[config.mk]
export PLATFORM = sky130hd
export DESIGN_NAME = gray_counter_conv_flat
export DESIGN_NICKNAME = d
export VERILOG_FILES = /design/src/rtl/gray_counter_conv_if.sv /design/src/rtl/gray_counter_conv.sv /design/src/flat_wrapper.sv
export SDC_FILE = /design/constraint.sdc
export NUM_CORES = 1
export LEC_CHECK = 0
export BUFFER_PORTS_ARGS = -buffer_cell sky130_fd_sc_hd__buf_2
export CAP_MARGIN = 30
export CELL_PAD_IN_SITES_DETAIL_PLACEMENT = 1
export CELL_PAD_IN_SITES_GLOBAL_PLACEMENT = 2
export CORE_ASPECT_RATIO = 0.8
export CORE_UTILIZATION = 27
export CTS_BUF_LIST = sky130_fd_sc_hd__clkbuf_4 sky130_fd_sc_hd__clkbuf_8 sky130_fd_sc_hd__clkbuf_16
export DETAILED_ROUTE_END_ITERATION = 10
export PLACE_DENSITY_LB_ADDON = 0.25
export SLEW_MARGIN = 20
export SYNTH_ARGS = -nofsm -noshare
export SYNTH_HDL_FRONTEND = slang
export SYNTH_SLANG_ARGS = --single-unit
[constraint.sdc]
create_clock -name clk -period 1.9 [get_ports clk]
set_input_delay 0.19 -clock clk [delete_from_list [all_inputs] [get_ports clk]]
set_output_delay 0.19 -clock clk [all_outputs]
set_load 0.01 [all_outputs]
[src/rtl/gray_counter_conv_if.sv]
// Bus interface for gray_counter_conv.
//   master : drives counter controls and converter operands, observes results.
//   slave  : the gray_counter_conv block itself.
// Signals
//   en, up_dn, load, load_val              counter controls (master -> slave)
//   bin_q, gray_q, wrap, sat               counter state and flags (slave -> master)
//   cnv_valid, cnv_mode, cnv_in            converter operand (master -> slave)
//   cnv_out, cnv_ovalid                    converter result (slave -> master)
interface gray_counter_conv_if #(
    parameter int WIDTH = 4
);
    logic             en;
    logic             up_dn;
    logic             load;
    logic [WIDTH-1:0] load_val;
    logic [WIDTH-1:0] bin_q;
    logic [WIDTH-1:0] gray_q;
    logic             wrap;
    logic             sat;
    logic             cnv_valid;
    logic             cnv_mode;
    logic [WIDTH-1:0] cnv_in;
    logic [WIDTH-1:0] cnv_out;
    logic             cnv_ovalid;

    modport master (
        output en, up_dn, load, load_val, cnv_valid, cnv_mode, cnv_in,
        input  bin_q, gray_q, wrap, sat, cnv_out, cnv_ovalid
    );

    modport slave (
        input  en, up_dn, load, load_val, cnv_valid, cnv_mode, cnv_in,
        output bin_q, gray_q, wrap, sat, cnv_out, cnv_ovalid
    );
endinterface

[src/rtl/gray_counter_conv.sv]
// gray_counter_conv
//   Registered Gray-code block with two independent functions:
//   - up/down counter publishing its value in binary and Gray form from the
//     same next-state value (no skew between the two), with wrap or saturate
//     behaviour selected by WRAP_EN;
//   - a one-cycle bidirectional Gray codec (binary->Gray or Gray->binary).
// Parameters
//   WIDTH   : counter / converter width (>= 2)
//   WRAP_EN : 1 = wrap at limits (wrap pulse), 0 = saturate at limits (sat level)
// Ports
//   clk : rising-edge clock
//   rst : asynchronous active-high reset, clears all state and outputs
//   bus : gray_counter_conv_if.slave (counter controls/state, converter in/out)
module gray_counter_conv #(
    parameter int WIDTH   = 4,
    parameter bit WRAP_EN = 1'b1
) (
    input  logic               clk,
    input  logic               rst,
    gray_counter_conv_if.slave bus
);

    localparam logic [WIDTH-1:0] ALL_ONES = '1;
    localparam logic [WIDTH-1:0] ZERO     = '0;

    function automatic logic [WIDTH-1:0] bin2gray(input logic [WIDTH-1:0] b);
        return b ^ (b >> 1);
    endfunction

    // Prefix XOR from the MSB down.
    function automatic logic [WIDTH-1:0] gray2bin(input logic [WIDTH-1:0] g);
        logic [WIDTH-1:0] b;
        b[WIDTH-1] = g[WIDTH-1];
        for (int i = WIDTH - 2; i >= 0; i--) begin
            b[i] = b[i+1] ^ g[i];
        end
        return b;
    endfunction

    // True when a step in direction `up` would cross the counter range.
    function automatic logic at_limit(input logic [WIDTH-1:0] v, input logic up);
        return up ? (v == ALL_ONES) : (v == ZERO);
    endfunction

    logic [WIDTH-1:0] bin_q, bin_d;
    logic [WIDTH-1:0] gray_q, gray_d;
    logic             wrap_q, wrap_d;
    logic             sat_q, sat_d;
    logic [WIDTH-1:0] cnv_out_q, cnv_out_d;
    logic             cnv_ovalid_q, cnv_ovalid_d;

    // Counter next state: load > en > hold.
    always_comb begin
        bin_d  = bin_q;
        wrap_d = 1'b0;
        if (bus.load) begin
            bin_d = bus.load_val;
        end else if (bus.en) begin
            if (at_limit(bin_q, bus.up_dn)) begin
                // In saturate mode the step is dropped and the value holds.
                if (WRAP_EN) begin
                    bin_d  = bus.up_dn ? ZERO : ALL_ONES;
                    wrap_d = 1'b1;
                end
            end else begin
                bin_d = bus.up_dn ? (bin_q + WIDTH'(1)) : (bin_q - WIDTH'(1));
            end
        end
        gray_d = bin2gray(bin_d);
        // sat reflects whether the registered value sits at the limit for the
        // direction currently requested.
        sat_d  = (WRAP_EN == 1'b0) && at_limit(bin_d, bus.up_dn);
    end

    // Converter operand stage: result captured only on a valid operand.
    always_comb begin
        cnv_out_d    = cnv_out_q;
        cnv_ovalid_d = bus.cnv_valid;
        if (bus.cnv_valid) begin
            cnv_out_d = bus.cnv_mode ? gray2bin(bus.cnv_in) : bin2gray(bus.cnv_in);
        end
    end

    always_ff @(posedge clk or posedge rst) begin
        if (rst) begin
            bin_q        <= ZERO;
            gray_q       <= ZERO;
            wrap_q       <= 1'b0;
            sat_q        <= 1'b0;
            cnv_out_q    <= ZERO;
            cnv_ovalid_q <= 1'b0;
        end else begin
            bin_q        <= bin_d;
            gray_q       <= gray_d;
            wrap_q       <= wrap_d;
            sat_q        <= sat_d;
            cnv_out_q    <= cnv_out_d;
            cnv_ovalid_q <= cnv_ovalid_d;
        end
    end

    assign bus.bin_q      = bin_q;
    assign bus.gray_q     = gray_q;
    assign bus.wrap       = wrap_q;
    assign bus.sat        = sat_q;
    assign bus.cnv_out    = cnv_out_q;
    assign bus.cnv_ovalid = cnv_ovalid_q;

endmodule
[src/flat_wrapper.sv]
// flat-port wrapper written by rule: the top's interface ports become plain ports
module gray_counter_conv_flat 
#(
    parameter int WIDTH   = 4,
    parameter bit WRAP_EN = 1'b1
)
  (clk, rst, bus_en, bus_up_dn, bus_load, bus_load_val, bus_cnv_valid, bus_cnv_mode, bus_cnv_in, bus_bin_q, bus_gray_q, bus_wrap, bus_sat, bus_cnv_out, bus_cnv_ovalid);
  gray_counter_conv_if #(.WIDTH(WIDTH)) bus_i ();
  input  logic clk;
  input  logic rst;
  input wire logic [$bits(bus_i.en)-1:0] bus_en;
  input wire logic [$bits(bus_i.up_dn)-1:0] bus_up_dn;
  input wire logic [$bits(bus_i.load)-1:0] bus_load;
  input wire logic [$bits(bus_i.load_val)-1:0] bus_load_val;
  input wire logic [$bits(bus_i.cnv_valid)-1:0] bus_cnv_valid;
  input wire logic [$bits(bus_i.cnv_mode)-1:0] bus_cnv_mode;
  input wire logic [$bits(bus_i.cnv_in)-1:0] bus_cnv_in;
  output wire logic [$bits(bus_i.bin_q)-1:0] bus_bin_q;
  output wire logic [$bits(bus_i.gray_q)-1:0] bus_gray_q;
  output wire logic [$bits(bus_i.wrap)-1:0] bus_wrap;
  output wire logic [$bits(bus_i.sat)-1:0] bus_sat;
  output wire logic [$bits(bus_i.cnv_out)-1:0] bus_cnv_out;
  output wire logic [$bits(bus_i.cnv_ovalid)-1:0] bus_cnv_ovalid;
  assign bus_i.en = bus_en;
  assign bus_i.up_dn = bus_up_dn;
  assign bus_i.load = bus_load;
  assign bus_i.load_val = bus_load_val;
  assign bus_i.cnv_valid = bus_cnv_valid;
  assign bus_i.cnv_mode = bus_cnv_mode;
  assign bus_i.cnv_in = bus_cnv_in;
  assign bus_bin_q = bus_i.bin_q;
  assign bus_gray_q = bus_i.gray_q;
  assign bus_wrap = bus_i.wrap;
  assign bus_sat = bus_i.sat;
  assign bus_cnv_out = bus_i.cnv_out;
  assign bus_cnv_ovalid = bus_i.cnv_ovalid;
  gray_counter_conv #(.WIDTH(WIDTH), .WRAP_EN(WRAP_EN)) u_core (.clk(clk), .rst(rst), .bus(bus_i));
endmodule
; ---- Word level (Yosys, flattened, before mapping)
; Index checks and enable logic that the tools add are counted.
[op_classes]
add_sub_neg = 2
n_eq_ne = 1
mux = 10
n_bitwise = 5
reduce_logical = 1
[op_table]
columns = cell, n
row1 = two-way mux 4 bit, 6
row2 = XOR 4 x 3 -> 4 bit, 2
row3 = "adder 4 x 1 -> 4 bit, second input constant", 1
row4 = "== test 4 bit, second input constant", 1
row5 = logical NOT 4 bit, 1
row6 = two-way mux 1 bit, 4
row7 = "subtractor 4 x 1 -> 4 bit, second input constant", 1
row8 = XOR 1 bit, 3
[word_totals]
ff_bits = 14
in_bits = 15
out_inout_bits = 15

; ---- Depth between registers and ports, before layout
[logic_depth]
depth_word = 6
mapped_depth = 7

; ---- Worst setup path before layout
; Ideal clock, no wire load.
[synth_timing]
path_kind = flip-flop to flip-flop
from = register u_core.bin_q[0], in the netlist u_core.bus.bin_q[0]
to = register u_core.gray_q[1], in the netlist u_core.bus.gray_q[1]
arrival_time_ns = 1.556
required_time_ns = 1.768
path_slack_ns = 0.212
stages_incl_launch_ff = 7
period_less_slack_ns = 1.688
cell_sequence = dfrtp_1 > inv_1 > fa_1 > xor2_1 > a21oi_1 > o22ai_2 > xor2_1
[synth_via]
elab_chain_cells = 6
[synth_rtl]
columns = element, line
row1 = start: declaration, gray_counter_conv.sv:45  ; logic [WIDTH-1:0] bin_q, bin_d;
row2 = start signal: assignment, gray_counter_conv.sv:93  ; bin_q <= bin_d;
row3 = "subtractor 4 x 1 -> 4 bit, or another cell as far along", gray_counter_conv.sv:66  ; bin_d = bus.up_dn ? (bin_q + WIDTH'(1)) : (bin_q - WIDTH'(1));
row4 = two-way mux 4 bit / two-way mux 1 bit (equally long branches), "gray_counter_conv.sv:66, gray_counter_conv.sv:42"
row5 = two-way mux 4 bit *, gray_counter_conv.sv:59  ; if (at_limit(bin_q, bus.up_dn)) begin
row6 = two-way mux 4 bit *, gray_counter_conv.sv:58  ; end else if (bus.en) begin
row7 = two-way mux 4 bit *, gray_counter_conv.sv:56  ; if (bus.load) begin
row8 = XOR 4 x 3 -> 4 bit *, gray_counter_conv.sv:27  ; return b ^ (b >> 1);
row9 = via u_core.gray_d[1], gray_counter_conv.sv:46  ; logic [WIDTH-1:0] gray_q, gray_d;
row10 = end signal: assignment, gray_counter_conv.sv:94  ; gray_q <= gray_d;
row11 = end: declaration, gray_counter_conv.sv:46
; The timed path passes the listed nets; every way through them passes the cells marked *.
; A chain may end at the register's enable or synchronous reset.

; ---- Final worst setup path
; Ends and elaborated chain as after synthesis.

==> metrics.yaml <==
pwr:
  p_leak_nw: 0.459
  powerDensity_nw_per_um2: 863
  pwr-share-seq: 0.444
  vdd_ir_drop_max_mv: 0.413
  net-switching-power_w: 0.000258
  p_comb_frac: 0.328
  total_power_w: 0.000803
  cell_internal_pwr_w: 0.000546
  sw_frac_of_total: 0.321
  clockPowerShare: 0.228
timing:
  min_period_ns: 1.72
  setup_violations: 0
  worstMarginPinSlew_ns: 0.507
  timing.fmax_ghz: 0.583
  hold_viol_final: 0
  slew_headroom: 0.661
  slew_violations: 0
  rsz0062_at_grt: "false"
  fin_skew_ns: 0.00243
  hold_slack_ns: 0.103
  final.period_utilization: 0.903
  final.setup.tns_ns: 0
synthesis:
  yosysTopAreaCell: "dfrtp_1"
  synth_seq_cells: 13
  syn-num-nets: 83
  synth_edf_count: 0
  ys_seq_area_frac: 0.451
  netlist_instances: 65
  synth_common_cells: "dfrtp_1 (13), inv_1 (8), xnor2_1 (6)"
  syn_area_per_cell_um2: 11.1
  yosys.area.top_type_share: 0.451
  async_flop_share: 1.00
  synth.top_cells.by_area: "dfrtp_1 (45%), xnor2_1 (7.3%), xor2_1 (6.1%), mux2_2 (4.7%), inv_1 (4.2%)"
  synth_warnings: 0
  syn_area_um2: 721
  synth_ff_type: "dfrtp_1"
  synth_cell_types: 24
  yosysMostFrequentCell: "dfrtp_1"
grt:
  grt_start_max_net_pins: 14
  grt_pass1_vias: 558
  grt_usage: 0.127
  grt_pass1_wl_um: 2560
  antenna_found_initial: 0
  overflow: 0
final_layout:
  nets: 115
  layout-drive-gt1-share: 0.417
  finish.utilization: 0.375
  antenna_cells: 0
  area_growth_pct: 29.2
routing:
  first_iter_violations: 0
  wire_per_inst_um: 11.5
  viasPerCell: 4.17
  first_pass_iters: 1
  drcViolationCount: 0
  ant_nets: 0
  vias: 551
  routed_wl_um: 1520
cts:
  cts_setup_buffers: 0
  cts_resized: 0
  path_clk_slew_ns: 0.08
  clock-sinks: 13
  cts_buffer_depth: 2
  clock-root-buffer: "clkbuf_4"
  worstSkewPairLatency_ns: 0.27
  ctsHoldBuffers: 1
  htree_levels: 1
  cts_buffers: 3
  cts_tree: "done"
critical_path:
  criticalPathCategory: "reg -> reg"
  crit_path_frequent_cell: "xor2_1"
  critPathRequiredTime_ns: 2.05
  max_stage_delay_ns: 0.43
  end_kind: "flop"
  start_kind: "flop"
  critical_path.top_delay_family: "flip-flops"
  crit_chain: "inv_1, fa_1, xor2_1, a21oi_1, o22ai_2, xor2_1"
  worstPathArrival_ns: 1.87
  cpMaxStageDelayCell: "dfrtp_1"
  path_depth: 6
  path_max_fanout: 5
  cp_num_buf_inv: 1
  worstRegToRegCells: 6
floorplanning:
  dieArea_um2: 2880
  io_pins: 30
  initial_core_util: 0.290
  die_y_um: 48.2
  fp.coreArea_um2: 2480
  die_w_um: 59.8
  num_rows: 16
flow_run:
  max_cap_violations: 0
placement:
  dp_hpwl_um: 1290
  port_buffers: 28
  gp_congestion: 0.725
min_path:
  hold_path.class: "in -> reg"
  hold_path_depth: 1
outcome:
  outcome: "completed"
power by group through the flow:
| stage | clock network [W] | logic [W] | registers [W] |
|---|---|---|---|
| floorplan | 0 | 0.000149 | 0.000385 |
| global placement | 0 | 0.000263 | 0.000366 |
| detailed placement | 0 | 0.000268 | 0.000365 |
| CTS | 0.000195 | 0.000270 | 0.000359 |
| global route | 0.000209 | 0.000298 | 0.000366 |
| finish | 0.000183 | 0.000263 | 0.000356 |
state kept, by name, summed over array words and instances, names as in the netlist:
name and cells:
u_core.bus.wrap 1, u_core.bus.bin_q 4, u_core.bus.gray_q 3, u_core.bus.cnv_ovalid 1, u_core.bus.cnv_out 4
routing by layer:
metal,wire (um),GRT usage,up-vias
met2,673,0.191,19
met1,749,0.172,259
met5,0,0,-
met3,100,0.0557,0
met4,0,0.0279,0
li1,-,-,273
placed cells by master (no fill, tap or decap), types with 2 or more instances in the layout:
| master | instances |
|---|---|
| a21oi_1 | 3 |
| mux2_2 | 3 |
| buf_2 | 28 |
| dfrtp_1 | 13 |
| nand3_1 | 2 |
| nand2_1 | 4 |
| a21o_1 | 2 |
| inv_1 | 8 |
| ha_1 | 2 |
| o21ai_1 | 2 |
| clkbuf_4 | 4 |
| o22ai_2 | 2 |
| xor2_1 | 5 |
| xnor2_1 | 6 |
final timing paths:
path                                       start  slack (ns)                    end
setup / recovery             u_core.bus.bin_q[0]        0.18   u_core.bus.gray_q[1]
hold / removal                     bus_cnv_valid        0.10  u_core.bus.cnv_ovalid
setup reg to reg             u_core.bus.bin_q[0]        0.18   u_core.bus.gray_q[1]
hold reg to reg            u_core.bus.cnv_out[3]        0.49  u_core.bus.cnv_out[3]
max in group asynchronous                    rst        1.08   u_core.bus.gray_q[2]
min in group asynchronous                    rst        0.48  u_core.bus.cnv_out[1]
layout make-up:
| cell class | instances | area [um^2] |
|---|---|---|
| Fill cell | 309 | 1550 |
| Multi-Input combinational cell | 42 | 350 |
| Sequential cell | 13 | 325 |
| Timing Repair Buffer | 29 | 150 |
| Tap cell | 36 | 45.0 |
| Clock buffer | 4 | 30.0 |
| Inverter | 8 | 30.0 |
metrics by stage:
step	instances	setup slack, ns	area, um^2
floorplan	65	0.212	721
global placement	127	0.215	891
global route	132	0.0306	931
CTS	132	0.163	931
finish	132	0.185	931
detailed placement	127	0.175	891
logic make-up after synthesis:
group / Yosys count / share of synthesized area
AO/OA/AOI/OAI: 14 / 0.149
multiplexers: 4 / 0.0625
AND/OR/NAND/NOR: 8 / 0.0503
flip-flops: 13 / 0.451
buffers and inverters: 10 / 0.0625
adder cells (fa/ha/maj): 3 / 0.0625
XOR/XNOR: 12 / 0.156
other: 1 / 0.00520
(Power assumes the default switching activity.)
